[src/rtl/score_box_plotter_if.sv]
// Command and pixel handshake bundle for the score box plotter.
// The master side issues sweep commands and accepts pixels; the slave side is the plotter.
interface score_box_plotter_if;
    logic       start;
    logic       abort;
    logic       mode;
    logic [1:0] sel;
    logic [5:0] count;
    logic [2:0] fill_colour;
    logic       plot_ready;
    logic [7:0] x;
    logic [6:0] y;
    logic [2:0] colour;
    logic       plot_valid;
    logic       busy;
    logic       done;

    modport master (
        output start, abort, mode, sel, count, fill_colour, plot_ready,
        input  x, y, colour, plot_valid, busy, done
    );

    modport slave (
        input  start, abort, mode, sel, count, fill_colour, plot_ready,
        output x, y, colour, plot_valid, busy, done
    );
endinterface

[src/rtl/score_box_plotter.sv]
// Sweeps the 33-box score column of one or all players, emitting one pixel per
// accepted beat with either a clear colour or a partial score fill.
module score_box_plotter #(
    parameter int          NUM_PLAYERS  = 2,
    parameter int          X_BASE       = 38,
    parameter int          X_STRIDE     = 80,
    parameter logic [2:0]  CLEAR_COLOUR = 3'b111
) (
    input  logic                 clk,
    input  logic                 reset,
    score_box_plotter_if.slave   bus
);
    typedef enum logic [1:0] {IDLE, RUN, DONE} state_t;

    state_t     state_q, state_d;
    logic [1:0] player_q, player_d;
    logic [5:0] idx_q, idx_d;
    logic       mode_q, mode_d;
    logic [5:0] count_q, count_d;
    logic [2:0] fill_q, fill_d;
    logic [7:0] x_q, x_d;
    logic [6:0] y_q, y_d;
    logic [2:0] colour_q, colour_d;
    logic       valid_q, valid_d;
    logic       busy_q, busy_d;
    logic       done_q, done_d;
    logic       load_pixel;
    logic       last_beat;

    // Interleaved box heights: left column holds 17 boxes, right column 16.
    function automatic logic [6:0] box_y(input logic [5:0] idx);
        case (idx)
            6'd0:  box_y = 7'd4;   6'd1:  box_y = 7'd13;  6'd2:  box_y = 7'd19;
            6'd3:  box_y = 7'd22;  6'd4:  box_y = 7'd25;  6'd5:  box_y = 7'd31;
            6'd6:  box_y = 7'd37;  6'd7:  box_y = 7'd49;  6'd8:  box_y = 7'd58;
            6'd9:  box_y = 7'd61;  6'd10: box_y = 7'd67;  6'd11: box_y = 7'd76;
            6'd12: box_y = 7'd82;  6'd13: box_y = 7'd85;  6'd14: box_y = 7'd88;
            6'd15: box_y = 7'd94;  6'd16: box_y = 7'd97;
            6'd17: box_y = 7'd7;   6'd18: box_y = 7'd10;  6'd19: box_y = 7'd16;
            6'd20: box_y = 7'd28;  6'd21: box_y = 7'd34;  6'd22: box_y = 7'd40;
            6'd23: box_y = 7'd43;  6'd24: box_y = 7'd46;  6'd25: box_y = 7'd52;
            6'd26: box_y = 7'd55;  6'd27: box_y = 7'd64;  6'd28: box_y = 7'd70;
            6'd29: box_y = 7'd73;  6'd30: box_y = 7'd79;  6'd31: box_y = 7'd91;
            6'd32: box_y = 7'd100;
            default: box_y = 7'd0;
        endcase
    endfunction

    assign last_beat = (idx_q == 6'd32) &&
                       (mode_q || (int'(player_q) == NUM_PLAYERS - 1));

    always_comb begin
        state_d    = state_q;
        player_d   = player_q;
        idx_d      = idx_q;
        mode_d     = mode_q;
        count_d    = count_q;
        fill_d     = fill_q;
        x_d        = x_q;
        y_d        = y_q;
        colour_d   = colour_q;
        valid_d    = valid_q;
        busy_d     = busy_q;
        done_d     = 1'b0;
        load_pixel = 1'b0;

        case (state_q)
            IDLE: begin
                if (bus.start && (!bus.mode || (int'(bus.sel) < NUM_PLAYERS))) begin
                    state_d    = RUN;
                    mode_d     = bus.mode;
                    count_d    = (bus.count > 6'd33) ? 6'd33 : bus.count;
                    fill_d     = bus.fill_colour;
                    player_d   = bus.mode ? bus.sel : 2'd0;
                    idx_d      = 6'd0;
                    valid_d    = 1'b1;
                    busy_d     = 1'b1;
                    load_pixel = 1'b1;
                end
            end
            RUN: begin
                // Abort wins even if the current beat is being accepted.
                if (bus.abort) begin
                    state_d = IDLE;
                    valid_d = 1'b0;
                    busy_d  = 1'b0;
                end else if (valid_q && bus.plot_ready) begin
                    if (last_beat) begin
                        state_d = DONE;
                        valid_d = 1'b0;
                        busy_d  = 1'b0;
                        done_d  = 1'b1;
                    end else begin
                        if (idx_q == 6'd32) begin
                            idx_d    = 6'd0;
                            player_d = player_q + 2'd1;
                        end else begin
                            idx_d = idx_q + 6'd1;
                        end
                        load_pixel = 1'b1;
                    end
                end
            end
            DONE: state_d = IDLE;
            default: state_d = IDLE;
        endcase

        if (load_pixel) begin
            x_d      = 8'(X_BASE + X_STRIDE * int'(player_d) + ((idx_d >= 6'd17) ? 5 : 0));
            y_d      = box_y(idx_d);
            colour_d = (mode_d && (idx_d < count_d)) ? fill_d : CLEAR_COLOUR;
        end
    end

    always_ff @(posedge clk or posedge reset) begin
        if (reset) begin
            state_q  <= IDLE;
            player_q <= 2'd0;
            idx_q    <= 6'd0;
            mode_q   <= 1'b0;
            count_q  <= 6'd0;
            fill_q   <= 3'd0;
            x_q      <= 8'd0;
            y_q      <= 7'd0;
            colour_q <= 3'd0;
            valid_q  <= 1'b0;
            busy_q   <= 1'b0;
            done_q   <= 1'b0;
        end else begin
            state_q  <= state_d;
            player_q <= player_d;
            idx_q    <= idx_d;
            mode_q   <= mode_d;
            count_q  <= count_d;
            fill_q   <= fill_d;
            x_q      <= x_d;
            y_q      <= y_d;
            colour_q <= colour_d;
            valid_q  <= valid_d;
            busy_q   <= busy_d;
            done_q   <= done_d;
        end
    end

    assign bus.x          = x_q;
    assign bus.y          = y_q;
    assign bus.colour     = colour_q;
    assign bus.plot_valid = valid_q;
    assign bus.busy       = busy_q;
    assign bus.done       = done_q;
endmodule

[src/flat_wrapper.sv]
// flat-port wrapper written by rule: the top's interface ports become plain ports
module score_box_plotter_flat 
#(
    parameter int          NUM_PLAYERS  = 2,
    parameter int          X_BASE       = 38,
    parameter int          X_STRIDE     = 80,
    parameter logic [2:0]  CLEAR_COLOUR = 3'b111
)
  (clk, reset, bus_start, bus_abort, bus_mode, bus_sel, bus_count, bus_fill_colour, bus_plot_ready, bus_x, bus_y, bus_colour, bus_plot_valid, bus_busy, bus_done);
  score_box_plotter_if bus_i ();
  input  logic clk;
  input  logic reset;
  input wire logic [$bits(bus_i.start)-1:0] bus_start;
  input wire logic [$bits(bus_i.abort)-1:0] bus_abort;
  input wire logic [$bits(bus_i.mode)-1:0] bus_mode;
  input wire logic [$bits(bus_i.sel)-1:0] bus_sel;
  input wire logic [$bits(bus_i.count)-1:0] bus_count;
  input wire logic [$bits(bus_i.fill_colour)-1:0] bus_fill_colour;
  input wire logic [$bits(bus_i.plot_ready)-1:0] bus_plot_ready;
  output wire logic [$bits(bus_i.x)-1:0] bus_x;
  output wire logic [$bits(bus_i.y)-1:0] bus_y;
  output wire logic [$bits(bus_i.colour)-1:0] bus_colour;
  output wire logic [$bits(bus_i.plot_valid)-1:0] bus_plot_valid;
  output wire logic [$bits(bus_i.busy)-1:0] bus_busy;
  output wire logic [$bits(bus_i.done)-1:0] bus_done;
  assign bus_i.start = bus_start;
  assign bus_i.abort = bus_abort;
  assign bus_i.mode = bus_mode;
  assign bus_i.sel = bus_sel;
  assign bus_i.count = bus_count;
  assign bus_i.fill_colour = bus_fill_colour;
  assign bus_i.plot_ready = bus_plot_ready;
  assign bus_x = bus_i.x;
  assign bus_y = bus_i.y;
  assign bus_colour = bus_i.colour;
  assign bus_plot_valid = bus_i.plot_valid;
  assign bus_busy = bus_i.busy;
  assign bus_done = bus_i.done;
  score_box_plotter #(.NUM_PLAYERS(NUM_PLAYERS), .X_BASE(X_BASE), .X_STRIDE(X_STRIDE), .CLEAR_COLOUR(CLEAR_COLOUR)) u_core (.clk(clk), .reset(reset), .bus(bus_i));
endmodule
[config.mk]
export PLATFORM = sky130hd
export DESIGN_NAME = score_box_plotter_flat
export DESIGN_NICKNAME = d
export VERILOG_FILES = /design/src/rtl/score_box_plotter_if.sv /design/src/rtl/score_box_plotter.sv /design/src/flat_wrapper.sv
export SDC_FILE = /design/constraint.sdc
export NUM_CORES = 1
export LEC_CHECK = 0
export BUFFER_PORTS_ARGS = -buffer_cell sky130_fd_sc_hd__buf_4
export CAP_MARGIN = 10
export CELL_PAD_IN_SITES_DETAIL_PLACEMENT = 0
export CELL_PAD_IN_SITES_GLOBAL_PLACEMENT = 2
export CORE_ASPECT_RATIO = 1.5
export CORE_MARGIN = 4
export CORE_UTILIZATION = 38
export CTS_CLUSTER_SIZE = 10
export DETAILED_ROUTE_END_ITERATION = 8
export PLACE_DENSITY = 0.95
export SKIP_LAST_GASP = 1
export SLEW_MARGIN = 20
export SYNTH_ARGS = -nofsm -noshare
export SYNTH_HDL_FRONTEND = slang
export SYNTH_SLANG_ARGS = --single-unit
[constraint.sdc]
create_clock -name clk -period 5.7 [get_ports clk]
set_input_delay 0.285 -clock clk [delete_from_list [all_inputs] [get_ports clk]]
set_output_delay 0.285 -clock clk [all_outputs]
set_load 0.01 [all_outputs]
==> impl_metrics.tcl <==
set metrics [dict create \
    synth-edff-count 0 \
    grtUsageTotal 0.1687 \
    cts_tree "built" \
    timing.slew.headroom 0.4440 \
    post-route-period-util 0.5742 \
    ctsHtreeMaxLevel 2 \
    number_of_search_and_repair_iterations_in_the_first_detailed_routing_pass 4 \
    cp.arrival_ns 3.43 \
    timing.hold.worst.class "in2async" \
    timing.critical_path.fanout_max 23 \
    clkTransAtPathRegs_ns 0.08 \
    drt.antenna.violating_nets 0 \
    flow.area_growth_from_synthesis_pct 15.87 \
    finalSetupViolations 0 \
    floorplan.initialDensity 0.3902 \
    route.vias.total 2184 \
    clock_insertion_delay_at_the_later_pin_of_the_skew_report_ns 0.29 \
    finalHoldViolations 0 \
    setup.worst_path.end_class "register" \
    fin_skew_ns 0.01093 \
    max_stage_delay_ns 0.71 \
    diodes 0 \
    wire_per_inst_um 16.45 \
    io_buffer_count 37 \
    cts_resized 0 \
    cts_setup_buffers 0 \
    ios 38 \
    cts.sink_count 39 \
    vias_per_cell 5.702 \
    core_area_sq_um 6486 \
    critPathTopFamily "compound AO/OA/AOI/OAI gates" \
    worst_path_max_delay_cell "sky130_fd_sc_hd__a22o_1" \
    postSynthAreaPerCell_sq_um 9.306 \
    setup-tns-final_ns 0 \
    finish.utilization 0.4522 \
    grt_start_max_net_pins 40 \
    gr-total-overflow 0 \
    synth.yosys.seq_area_share 0.3856 \
    final_design_area_no_fill_sq_um 2933 \
    worst_ep_required_time_ns 5.85 \
    wirelength_mm 6.299 \
    max_clock_freq_ghz 0.3055 \
    finalWorstPathRequiredPeriod_ns 3.273 \
    placementRows 36 \
    post_route_cells_drive_above_1_share 0.2052 \
    synthDominantAreaCellType "sky130_fd_sc_hd__dfrtp_1" \
    grt_first_pass_wirelength_mm 10.38 \
    yosys-top-cells-area "sky130_fd_sc_hd__dfrtp_1 39%, sky130_fd_sc_hd__ha_1 6.9%, sky130_fd_sc_hd__mux2i_1 4.0%" \
    critical_path.n_buffers_inverters 1 \
    synth.lib_cells_used.distinct 66 \
    crit_type "reg2reg" \
    power.density_nw_per_um2 337.8 \
    drt_iter0_markers 120 \
    final_max_slew_viol_count 0 \
    syn-instance-count 272 \
    ctsHoldBuffers 0 \
    synth_flop_cell "sky130_fd_sc_hd__dfrtp_1" \
    asr_flop_ratio_synth 1.000 \
    synth_seq_cells 39 \
    ff2ff_path_depth 11 \
    die_height_um 108.0 \
    clock_tree.root_cell "sky130_fd_sc_hd__clkbuf_8" \
    yosys_warnings 0 \
    dpl-instance-area_sq_um 2833 \
    place.gp.congestion 0.8714 \
    clock_tree.buffer_depth 2 \
    maxCapViolCount 0 \
    final.hold.worst_slack_ns 0.1171 \
    critical_path.cell_chain "or3b_1 > o211ai_1 > a22o_1 > inv_1 > ha_1 > a21oi_1 > nor2b_1 > o21ai_0 > nand2_1 > nor3_1 > a31oi_1" \
    die_x_extent_um 74.64 \
    yosysTopAreaCellShare 0.3856 \
    cts-buffers-inserted 5 \
    vdd_ir_drop_max_mv 0.2064 \
    antenna_found_initial 0 \
    layoutNonFillerInstCount 383 \
    outcome "finished clean" \
    layout.nets 337 \
    first_global_vias 2105 \
    critical_path_depth 11 \
    rsz_0062_raised_after_global_routing "false" \
    design.die.area_sq_um 8058 \
    dp.final_hpwl_mm 4.786 \
    place.detailed.instances 375 \
    synthesis.area_sq_um 2531 \
    leakage_power_nw 1.364 \
    tightestPinTransition_ns 0.8340 \
    detail_route.drc_violations 0 \
    critPathLaunchType "register" \
    mappedNetlistNets 303 \
]
worst paths after layout:
kind	to	slack, ns	start
setup / recovery	u_core.bus.colour[2]$_DFFE_PP0P_	2.43	u_core.idx_q[4]$_DFF_PP0_
hold / removal	u_core.bus.y[6]$_DFFE_PP0P_	0.12	reset
setup reg to reg	u_core.bus.colour[2]$_DFFE_PP0P_	2.43	u_core.idx_q[4]$_DFF_PP0_
hold reg to reg	u_core.bus.x[1]$_DFFE_PP0P_	0.47	u_core.bus.x[1]$_DFFE_PP0P_
max in group asynchronous	u_core.bus.y[2]$_DFFE_PP0P_	5.23	reset
min in group clk	u_core.state_q[0]$_DFFE_PP0P_	0.20	bus_abort
worst reg2reg max path, delay by kind of cell (launching register included):
kind / cells / cell delay, ns
flops: 1 / 0.41
fa+ha+maj: 1 / 0.24
compound gates: 5 / 1.34
simple gates: 4 / 0.91
buf+inv: 1 / 0.23
state kept, by name, summed over array words and instances, names as in the netlist:
register / flops
u_core.mode_q: 1
u_core.bus.plot_valid: 1
u_core.state_q: 2
u_core.bus.y: 7
u_core.count_q: 6
u_core.player_q: 2
u_core.bus.colour: 3
u_core.bus.x: 7
u_core.bus.done: 1
u_core.idx_q: 6
u_core.fill_q: 3
cell type report:
type                            instances  area [sq um]
Clock buffer                            8         100.1
Fill cell                             677          3553
Inverter                               26         97.59
Multi-Input combinational cell        196          1379
Sequential cell                        39         975.9
Tap cell                               76         95.09
Timing Repair Buffer                   38         285.3
where the power goes:
| group | switching [mW] | total [mW] | internal (mW) |
|---|---|---|---|
| clock | 0.0956 | 0.206 | 0.111 |
| combinational | 0.226 | 0.401 | 0.175 |
| sequential | 0.0428 | 0.384 | 0.341 |
logic make-up (layout without fill, tap and decap cells):
family                     Yosys count  after routing  synth area share
muxes                               12             12           0.04844
DFF                                 39             39            0.3856
AOI/OAI and AO/OA                   81             81            0.2363
adders and majority gates           14             14           0.06920
xor gates and xnor gates             2              2          0.006922
and+or+nand+nor                     87             87            0.1839
buffers and inverters               37             72           0.06969
stage by stage:
step / power, mW / setup WS (ns)
floorplan: 0.6537 / 2.985
global placement: 0.7875 / 2.521
detailed placement: 0.7949 / 2.455
CTS: 1.004 / 2.422
global route: 1.063 / 2.154
finish: 0.9908 / 2.427
routing by layer:
layer	GRT usage	share of wire
met5	0	0
met4	0.07506	0.026
met3	0.02977	0.044
met2	0.2843	0.54
met1	0.2061	0.39
synth_stat cells (all sizes together) (3+ instances only):
master,n
nand2,23
nand4,4
or3,3
or4,3
mux2i,10
nand2b,7
a31o,4
nor2,20
a31oi,5
o31ai,3
a21oi,9
a21boi,4
o21a,5
dfrtp,39
nand3,9
nor3,6
a211oi,3
o211ai,5
o21ai,16
buf,9
o2111ai,3
inv,25
ha,14
a22oi,3
cell usage in the layout, fill, tap and decap left out, types with 6 or more instances in the layout:
cell	synthesis	routed
sky130_fd_sc_hd__ha_1	14	14
sky130_fd_sc_hd__o21ai_0	14	14
sky130_fd_sc_hd__nand2b_1	6	6
sky130_fd_sc_hd__mux2i_1	10	10
sky130_fd_sc_hd__nor2_1	19	19
sky130_fd_sc_hd__dfrtp_1	39	39
sky130_fd_sc_hd__clkbuf_8	0	7
sky130_fd_sc_hd__buf_4	3	38
sky130_fd_sc_hd__nand2_1	23	23
sky130_fd_sc_hd__inv_1	24	24
sky130_fd_sc_hd__a21oi_1	7	7
sky130_fd_sc_hd__nand3_1	9	9
Note: power is estimated with default switching activity, not from simulation.
